==> src/rtl/arc4_pkg.sv <==
// Shared types and helpers for the ARC4 encryptor: top-level states, per-byte
// sub-steps and key byte selection.
package arc4_pkg;

    localparam int KEY_BYTES_DEF = 3;

    typedef enum logic [2:0] {
        IDLE,
        INIT,
        KSA,
        RDLEN,
        PRGA,
        DONE
    } state_t;

    typedef enum logic [2:0] {
        SUB_0,
        SUB_1,
        SUB_2,
        SUB_3,
        SUB_4,
        SUB_5
    } sub_t;

    // Key is right-aligned in a 64-bit word; byte 0 is the most significant key byte.
    function automatic logic [7:0] keybyte(input logic [63:0] key, input int nbytes,
                                           input logic [7:0] n);
        int idx;
        idx = nbytes - 1 - (int'(n) % nbytes);
        return key[8*idx +: 8];
    endfunction

endpackage

==> src/rtl/arc4_encrypt_s_mem.sv <==
// 256x8 single-port state RAM with a registered (1-cycle) read port.
module s_mem (
    input  logic       clk,
    input  logic [7:0] addr,
    input  logic [7:0] wrdata,
    input  logic       wren,
    output logic [7:0] rddata
);

    logic [7:0] mem_q [256];

    always_ff @(posedge clk) begin
        if (wren) begin
            mem_q[addr] <= wrdata;
        end
        rddata <= mem_q[addr];
    end

endmodule

==> src/rtl/arc4_encrypt.sv <==
// ARC4 encryptor: reads a length-prefixed plaintext, writes a length-prefixed
// ciphertext using an internal single-port S box.
module arc4_encrypt
    import arc4_pkg::*;
#(
    parameter int KEY_BYTES = KEY_BYTES_DEF,
    parameter int MSG_MAX   = 255
) (
    input  logic                   clk,
    input  logic                   rst,
    input  logic                   en,
    output logic                   rdy,
    input  logic [8*KEY_BYTES-1:0] key,
    output logic [7:0]             pt_addr,
    input  logic [7:0]             pt_rddata,
    output logic [7:0]             ct_addr,
    output logic [7:0]             ct_wrdata,
    output logic                   ct_wren
);

    state_t                 state_q, state_d;
    sub_t                   sub_q, sub_d;
    logic                   rdy_q, rdy_d;
    logic [8*KEY_BYTES-1:0] key_q, key_d;
    logic [7:0]             i_q, i_d, j_q, j_d, k_q, k_d, len_q, len_d;
    logic [7:0]             si_q, si_d, sj_q, sj_d;
    logic [7:0]             pt_addr_q, pt_addr_d;
    logic [7:0]             ct_addr_q, ct_addr_d, ct_wrdata_q, ct_wrdata_d;
    logic                   ct_wren_q, ct_wren_d;

    logic [7:0] s_addr, s_wrdata, s_rddata, kb, len_clip;
    logic       s_wren;

    s_mem u_s_mem (
        .clk    (clk),
        .addr   (s_addr),
        .wrdata (s_wrdata),
        .wren   (s_wren),
        .rddata (s_rddata)
    );

    always_comb begin
        state_d     = state_q;
        sub_d       = sub_q;
        rdy_d       = rdy_q;
        key_d       = key_q;
        i_d         = i_q;
        j_d         = j_q;
        k_d         = k_q;
        len_d       = len_q;
        si_d        = si_q;
        sj_d        = sj_q;
        pt_addr_d   = pt_addr_q;
        ct_addr_d   = ct_addr_q;
        ct_wrdata_d = ct_wrdata_q;
        ct_wren_d   = 1'b0;
        s_addr      = i_q;
        s_wrdata    = i_q;
        s_wren      = 1'b0;
        kb          = keybyte(64'(key_q), KEY_BYTES, i_q);
        len_clip    = (pt_rddata > 8'(MSG_MAX)) ? 8'(MSG_MAX) : pt_rddata;

        case (state_q)
            IDLE: begin
                if (en && rdy_q) begin
                    key_d   = key;
                    rdy_d   = 1'b0;
                    i_d     = 8'd0;
                    j_d     = 8'd0;
                    state_d = INIT;
                end
            end
            INIT: begin
                s_wren = 1'b1;
                i_d    = i_q + 8'd1;
                if (i_q == 8'hff) begin
                    j_d     = 8'd0;
                    sub_d   = SUB_0;
                    state_d = KSA;
                end
            end
            // Each swap reads S[i], then S[j] after all earlier writes land, so i==j is safe.
            KSA: begin
                case (sub_q)
                    SUB_0: sub_d = SUB_1;
                    SUB_1: begin
                        si_d   = s_rddata;
                        j_d    = j_q + s_rddata + kb;
                        s_addr = j_d;
                        sub_d  = SUB_2;
                    end
                    SUB_2: begin
                        s_wrdata = s_rddata;
                        s_wren   = 1'b1;
                        sub_d    = SUB_3;
                    end
                    default: begin
                        s_addr   = j_q;
                        s_wrdata = si_q;
                        s_wren   = 1'b1;
                        i_d      = i_q + 8'd1;
                        sub_d    = SUB_0;
                        if (i_q == 8'hff) begin
                            state_d = RDLEN;
                        end
                    end
                endcase
            end
            RDLEN: begin
                len_d       = len_clip;
                ct_wren_d   = 1'b1;
                ct_addr_d   = 8'd0;
                ct_wrdata_d = len_clip;
                i_d         = 8'd0;
                j_d         = 8'd0;
                k_d         = 8'd1;
                sub_d       = SUB_0;
                if (len_clip == 8'd0) begin
                    state_d = DONE;
                end else begin
                    pt_addr_d = 8'd1;
                    state_d   = PRGA;
                end
            end
            PRGA: begin
                case (sub_q)
                    SUB_0: begin
                        i_d    = i_q + 8'd1;
                        s_addr = i_d;
                        sub_d  = SUB_1;
                    end
                    SUB_1: begin
                        si_d   = s_rddata;
                        j_d    = j_q + s_rddata;
                        s_addr = j_d;
                        sub_d  = SUB_2;
                    end
                    SUB_2: begin
                        sj_d     = s_rddata;
                        s_wrdata = s_rddata;
                        s_wren   = 1'b1;
                        sub_d    = SUB_3;
                    end
                    SUB_3: begin
                        s_addr   = j_q;
                        s_wrdata = si_q;
                        s_wren   = 1'b1;
                        sub_d    = SUB_4;
                    end
                    SUB_4: begin
                        s_addr = si_q + sj_q;
                        sub_d  = SUB_5;
                    end
                    default: begin
                        ct_wren_d   = 1'b1;
                        ct_addr_d   = k_q;
                        ct_wrdata_d = pt_rddata ^ s_rddata;
                        sub_d       = SUB_0;
                        if (k_q == len_q) begin
                            state_d = DONE;
                        end else begin
                            k_d       = k_q + 8'd1;
                            pt_addr_d = k_q + 8'd1;
                        end
                    end
                endcase
            end
            default: begin
                rdy_d     = 1'b1;
                pt_addr_d = 8'd0;
                state_d   = IDLE;
            end
        endcase
    end

    always_ff @(posedge clk) begin
        if (rst) begin
            state_q     <= IDLE;
            sub_q       <= SUB_0;
            rdy_q       <= 1'b1;
            i_q         <= 8'd0;
            j_q         <= 8'd0;
            pt_addr_q   <= 8'd0;
            ct_addr_q   <= 8'd0;
            ct_wrdata_q <= 8'd0;
            ct_wren_q   <= 1'b0;
        end else begin
            state_q     <= state_d;
            sub_q       <= sub_d;
            rdy_q       <= rdy_d;
            i_q         <= i_d;
            j_q         <= j_d;
            pt_addr_q   <= pt_addr_d;
            ct_addr_q   <= ct_addr_d;
            ct_wrdata_q <= ct_wrdata_d;
            ct_wren_q   <= ct_wren_d;
        end
        key_q <= key_d;
        k_q   <= k_d;
        len_q <= len_d;
        si_q  <= si_d;
        sj_q  <= sj_d;
    end

    assign rdy       = rdy_q;
    assign pt_addr   = pt_addr_q;
    assign ct_addr   = ct_addr_q;
    assign ct_wrdata = ct_wrdata_q;
    assign ct_wren   = ct_wren_q;

endmodule

==> config.mk <==
export PLATFORM = sky130hd
export DESIGN_NAME = arc4_encrypt
export DESIGN_NICKNAME = d
export VERILOG_FILES = /design/src/rtl/arc4_pkg.sv /design/src/rtl/arc4_encrypt_s_mem.sv /design/src/rtl/arc4_encrypt.sv
export SDC_FILE = /design/constraint.sdc
export NUM_CORES = 2
export LEC_CHECK = 0
export BUFFER_PORTS_ARGS = -buffer_cell sky130_fd_sc_hd__buf_2
export CAP_MARGIN = 25
export CORE_MARGIN = 2
export CORE_UTILIZATION = 48
export CTS_CLUSTER_DIAMETER = 120
export CTS_CLUSTER_SIZE = 14
export DETAILED_ROUTE_END_ITERATION = 10
export PLACE_DENSITY_LB_ADDON = 0.12
export SYNTH_ARGS = -nofsm -noshare
export SYNTH_HDL_FRONTEND = slang
export SYNTH_HIERARCHICAL = 1
export SYNTH_SLANG_ARGS = --single-unit
export TNS_END_PERCENT = 30
==> constraint.sdc <==
create_clock -name clk -period 23.7 [get_ports clk]
set_input_delay 4.74 -clock clk [delete_from_list [all_inputs] [get_ports clk]]
set_output_delay 4.74 -clock clk [all_outputs]
set_load 0.005 [all_outputs]
# Yosys cells after proc, flatten, opt, wreduce, memory -nomap -nowiden

Memory sizes are Yosys's and may differ from the RTL's. A register that Yosys moved wholly into a read port is not among the register bits.
Cells that the tools add are included.

Memories kept: 1
Output and inout port bits: 26
Bits in writable memories: 2048
Word-level logic and storage cells: 119
Flip-flop bits (word level): 104

Order comparisons: 1
Reduce and logical (&&, ||, !) cells: 26
Divide/modulo/power cells: 1
Shift operators: 1
Bitwise logic cells: 3
$add $sub $neg: 6
Multiplexer cells: 45
Equality and inequality tests: 21

Memories:

| name          | depth | width | read ports | clocked after memory_dff | write ports | line                     | RTL |
|---|---|---|---|---|---|---|---|
| u_s_mem.mem_q | 256   | 8     | 1          | 1                        | 1           | arc4_encrypt_s_mem.sv:10 | `logic [7:0] mem_q [256];` |

Operator list:

| cell                  | count |
|---|---|
| $pmux 8 s2            | 8 |
| $mux 8                | 12 |
| $pmux 8 s5            | 2 |
| $shiftx 64x32->8      | 1 |
| $mod 9x3->32 const B  | 1 |
| $pmux 8 s4            | 1 |
| $pmux 3 s5            | 2 |
| $sub 3x29->29 const A | 1 |
| $add 8x8->8           | 3 |
| $pmux 8 s3            | 1 |
| $ne 2x2->1 const B    | 11 |
| $mux 3                | 7 |
| $add 8x1->8 const B   | 2 |
| $eq 3x2->1 const B    | 4 |
| $pmux 3 s4            | 1 |
| $reduce_and 2->1      | 6 |
| $eq 8x8->1            | 1 |
| $eq 8x8->1 const B    | 1 |
| $gt 8x8->1 const B    | 1 |
| $logic_not 8->1       | 1 |
| $reduce_and 4->1      | 2 |
| $reduce_or 2->1       | 4 |
| $xor 8x8->8           | 1 |
| $mux 1                | 7 |
| other kinds (17)      | 23 |

# Longest topological paths before layout

Word-level depth: 6
Mapped depth: 47
Mapped depth without buffers: 39

# Hierarchy

The synthesis kept the hierarchy.

By module, submodules not included:

| module       | instances | area an instance (µm²) | cells an instance |
|---|---|---|---|
| s_mem        | 1         | 78492.8                | 3547 |
| arc4_encrypt | 1         | 7257.0                 | 829 |

# Worst setup path before layout

OpenSTA, ideal clock, no wires.

Path kind: register to register
Start point: register sub_q[0]
End point: memory u_s_mem.mem_q[0][1], data pin
Clock period less this slack: 9.756 ns
Slack: 13.944 ns
Data required time: 22.167 ns
Stages on the path, launching flop included: 6
Data arrival time: 8.223 ns
Path buffers: 3
Cell sequence: dfxtp_1 -> clkbuf_1 -> clkbuf_1 -> clkbuf_1 -> mux2i_1 -> o211ai_1

Longest elaborated chain between the ends: 4
Elaborated cells on any way between the ends: 8
Those cells by class: 3 x eq/ne; 3 x mux; 2 x reduce/logical

Ends and longest elaborated chain:

| element                                       | line                     | RTL |
|---|---|---|
| start: declaration                            | arc4_encrypt.sv:22       | `sub_t sub_q, sub_d;` |
| start signal: assignment                      | arc4_encrypt.sv:189      | `sub_q <= sub_d;` |
| $eq 3x1->1 or $logic_not 3->1 (tied branches) | arc4_encrypt.sv:84       | `case (sub_q)` |
| $reduce_or 2->1 (no line)                     | n/a                      |  |
| $pmux 8 s2                                    | arc4_encrypt.sv:84       |  |
| $pmux 8 s2 *                                  | arc4_encrypt.sv:63       | `case (state_q)` |
| named net s_wrdata[1]                         | arc4_encrypt.sv:31       | `logic [7:0] s_addr, s_wrdata, s_rddata, kb, len_clip;` |
| end: declaration                              | arc4_encrypt_s_mem.sv:10 |  |

Mark *: on every way through the listed nets, which the timed path passes. The rest lies on a longest branch.

# Final worst setup path

Start point: register i_q[7]
End point: register u_s_mem.rddata[2] (read register of u_s_mem.mem_q)

Longest elaborated chain between the ends: 6
Elaborated cells on any way between the ends: 8
Those cells by class: 3 x add/sub; 1 x div; 1 x shift; 3 x mux

Ends and longest elaborated chain:

| element                  | line                    | RTL |
|---|---|---|
| start: declaration       | arc4_encrypt.sv:25      | `logic [7:0] i_q, i_d, j_q, j_d, k_q, k_d, len_q, len_d;` |
| start signal: assignment | arc4_encrypt.sv:191     | `i_q <= i_d;` |
| $mod 9x3->32             | arc4_pkg.sv:29          | `idx = nbytes - 1 - (int'(n) % nbytes);` |
| $sub 3x29->29            | arc4_pkg.sv:29          |  |
| $shiftx 64x32->8         | arc4_pkg.sv:30          | `return key[8*idx +: 8];` |
| $add 8x8->8              | arc4_encrypt.sv:88      | `j_d = j_q + s_rddata + kb;` |
| $pmux 8 s2               | arc4_encrypt.sv:84      |  |
| $pmux 8 s2               | arc4_encrypt.sv:63      |  |
| named net s_addr[1]      | arc4_encrypt.sv:31      |  |
| end: declaration         | arc4_encrypt_s_mem.sv:7 | `output logic [7:0] rddata` |

The timed path passes the listed nets, and every way through them passes these cells.
A chain may end at the register's enable or synchronous reset.

==> results.json <==
{
  "synthToLayoutAreaGrowth_pct": 9.514,
  "cts_max_level": 4,
  "crit_path_max_incr_delay_ns": 0.85,
  "total_neg_setup_slack_ns": 0,
  "yosys_warnings": 6,
  "hpwlAfterDp_mm": 125.4,
  "hold_violations": 0,
  "highest_clock_frequency_the_design_can_meet_mhz": 75.93,
  "grt_pass1_wl_mm": 311.1,
  "holdWs_ns": 0.4555,
  "postSynthNetCount": 4443,
  "routed-via-count": 43240,
  "gp_routability_congestion": 0.8363,
  "clk-insertion-delay-late_ns": 0.84,
  "clock_pin_slew_worst_setup_and_hold_paths_ns": 0.07,
  "path_delay_family": "compound AO/OA/AOI/OAI gates",
  "top_level_ports": 61,
  "ctsResizeCount": 0,
  "drv_cap": 0,
  "gate_power_share_pct": 4.1,
  "fin_crit_sh_pct": 55.57,
  "p_sw_uw": 1483,
  "outcome": "finished, final reports clean",
  "postSynthRegisterBits": 2160,
  "crit_path_frequent_cell": "ha_1",
  "num-nets-final": 4532,
  "initial_core_util_pct": 48.17,
  "cts.repair_timing.setup_buffer_count": 0,
  "synth_area_per_cell_sq_um": 19.60,
  "clock_sinks": 2160,
  "internal_power_uw": 5635,
  "ratio_of_cells_with_drive_above_1_in_the_final_layout_pct": 21.40,
  "peakVddDrop_v": 0.00007328,
  "antenna_left": 0,
  "cts.hold.buffers_added": 0,
  "worst_slew_pin_slew_ns": 1.128,
  "critical_path_class": "reg -> reg",
  "min-delay-path-class": "reg -> reg",
  "relSlewSlack_pct": 24.45,
  "routedWlPerCell_um": 31.15,
  "finalClockSkew_ns": 0.03354,
  "cts-root-buf": "clkbuf_16",
  "timing.rr.end": "u_s_mem/rddata[2]$_DFF_P_",
  "via_per_inst": 6.274,
  "clockBufferDepth": 3,
  "die_area_sq_mm": 0.1820,
  "mostFrequentLayoutCell": "edfxtp_1",
  "floorplan.core_area_sq_mm": 0.1780,
  "grt_pass1_vias": 42860,
  "cellPowerDensity_mw_per_mm2": 75.80,
  "totalWireLength_mm": 214.6,
  "drc": 0,
  "setup_viol_count_final": 0,
  "worstPathMaxFanout": 105,
  "cp_data_required_time_ns": 24.40,
  "path_buf_inv": 6,
  "fp_rows": 155,
  "hold_ep": "ct_addr[0]$_SDFFE_PP0P_",
  "most-common-layout-cells": "edfxtp_1 (2104), mux4_2 (512), nor2_1 (341)",
  "power.share.clock_pct": 37.4,
  "grt_start_max_net_pins": 209,
  "reg2reg_setup_slack_ns": 10.53,
  "async_flop_share_pct": 0,
  "power.share.switching_pct": 20.84,
  "end_kind": "register",
  "cp-start-kind": "register",
  "grt_remaining_overflow": 0,
  "cp.arrival_ns": 13.87,
  "ys_types": 79,
  "synth-main-ff-cell": "edfxtp_1",
  "seq_power_share_pct": 58.5,
  "io_buffers": 60,
  "timing.hold.worst.start": "ct_addr[0]$_SDFFE_PP0P_",
  "final_period_minus_worst_setup_slack_ns": 13.17,
  "maxSlewViolCount": 0,
  "crit-reg2reg-launch": "i_q[7]$_SDFFE_PP0P_",
  "dieWidth_um": 426.7,
  "antenna_violations_before_repair": 5,
  "leakage_uw": 0.02732,
  "synthCells": 4376,
  "worstRegToRegCells": 37,
  "gr_util_all_layers_pct": 23.73,
  "unrepaired_setup_endpoints_after_global_routing": "false",
  "detail_route.first_pass.iterations": 6,
  "sequential_area_share_after_synthesis_pct": 74.99,
  "fill_cells": 13940,
  "dr.first_iter.drc_count": 5486,
  "die-height_um": 426.7,
  "synth-edff-count": 2104,
  "timing.hold.worst_path_depth": 2,
  "synth_area_sq_mm": 0.08575,
  "worst_path_max_delay_cell": "dfxtp_1",
  "cts_buffers": 172,
  "tritoncts": "done"
}
## worst max-delay path by stage
stage                     startpoint                             to  slack [ns]  depth (start not counted)
2_1_floorplan  sub_q[0]$_SDFFE_PP0P_  u_s_mem/mem_q[0][1]$_DFFE_PP_       13.94                          5
3_3_place_gp     i_q[7]$_SDFFE_PP0P_      u_s_mem/rddata[1]$_DFF_P_        9.63                         37
3_5_place_dp     i_q[7]$_SDFFE_PP0P_      u_s_mem/rddata[6]$_DFF_P_       10.40                         38
4_1_cts          i_q[7]$_SDFFE_PP0P_      u_s_mem/rddata[6]$_DFF_P_       10.36                         38
5_1_grt          i_q[7]$_SDFFE_PP0P_      u_s_mem/rddata[3]$_DFF_P_        9.48                         38
6_report         i_q[7]$_SDFFE_PP0P_      u_s_mem/rddata[2]$_DFF_P_       10.53                         37
## Yosys cell counts, drive strengths merged (3+ instances only)
cell / instances / share of area (%)
o211a: 4 / 0.047
ha: 29 / 0.42
o22ai: 6 / 0.044
clkbuf: 194 / 0.85
edfxtp: 2104 / 74
xor2: 18 / 0.18
a221oi: 5 / 0.058
nand3b: 11 / 0.12
dfxtp: 56 / 1.3
fa: 3 / 0.070
or3: 4 / 0.029
a21oi: 207 / 1.2
nand2: 82 / 0.36
nor2: 345 / 1.5
nand4: 11 / 0.080
o21bai: 9 / 0.079
buf: 100 / 0.76
mux2i: 19 / 0.22
a211oi: 11 / 0.096
and3: 8 / 0.058
o211ai: 17 / 0.16
o221ai: 22 / 0.22
or2: 8 / 0.058
o22a: 3 / 0.031
a22oi: 267 / 2.3
o41ai: 32 / 0.33
nand2b: 15 / 0.11
xnor2: 34 / 0.35
a21o: 7 / 0.061
nand3: 47 / 0.27
a211o: 4 / 0.041
nor2b: 18 / 0.13
inv: 20 / 0.088
o2111ai: 3 / 0.031
nor3: 48 / 0.29
o21ai: 41 / 0.24
and2: 8 / 0.058
nor4: 3 / 0.039
mux2: 11 / 0.15
mux4: 512 / 13
## metal layers
metal / share of wire (%) / vias up / global-route usage (%)
met4: 2.0 / 0 / 5.522
met3: 7.4 / 261 / 4.021
li1: - / 18200 / -
met1: 43 / 23070 / 35.45
met5: 0 / - / 0
met2: 48 / 1702 / 36.86
## power by group through the flow
stage,registers (uW),logic [uW],clock network [uW]
6_report,4170,290,2660
4_1_cts,4170,294,2710
3_3_place_gp,4250,290,0
3_5_place_dp,4250,293,0
2_1_floorplan,4250,215,0
5_1_grt,4160,315,2860
## registers in the layout, summed over array words and instances (netlist names)
signal and flops:
state_q 3, si_q 8, ct_wrdata 8, k_q 8, ct_wren 1, rdy 1
u_s_mem/mem_q 2048, i_q 8, sub_q 3, key_q 24, u_s_mem/rddata 8, ct_addr 8
pt_addr 8, j_q 8, len_q 8, sj_q 8
## metrics by stage
stage                     cell area [sq um]  std cells  power, uW  utilization [%]  setup WS [ns]
after floorplan                       85750       4376       4465                -          13.94
after global placement                88840       6626       4541            49.90          9.629
after detailed placement              89000       6640       4544            49.99          10.40
after CTS                             93800       6882       7175            52.68          10.36
after global routing                  93900       6888       7338            52.74          9.484
final                                 93910       6891       7118            52.75          10.53
## worst min-delay path: stages (launching register included)
cell and delay (ns):
dfxtp_1 0.31, nand2_1 0.05, a21oi_1 0.05
## cell families (layout without fill, tap and decap cells)
group	after synthesis	count (layout)	share of synthesized area [%]
other cells	0	3	0
simple gates	615	615	3.207
buf+inv	314	471	1.697
fa+ha+maj	32	32	0.4932
flops	2160	2160	74.99
xor+xnor	52	52	0.5311
mux	542	542	13.82
compound gates	661	661	5.262
## cell type report
class / count / area [sq um] / share of cell area, %
Antenna cell: 3 / 7.507 / 0.007994
Clock buffer: 227 / 4563 / 4.859
Clock inverter: 15 / 230.2 / 0.2452
Inverter: 20 / 75.07 / 0.07994
Multi-Input combinational cell: 1902 / 20200 / 21.51
Sequential cell: 2160 / 64300 / 68.47
Tap cell: 2355 / 2947 / 3.138
Timing Repair Buffer: 209 / 1585 / 1.688
(Power assumes the default switching activity.)
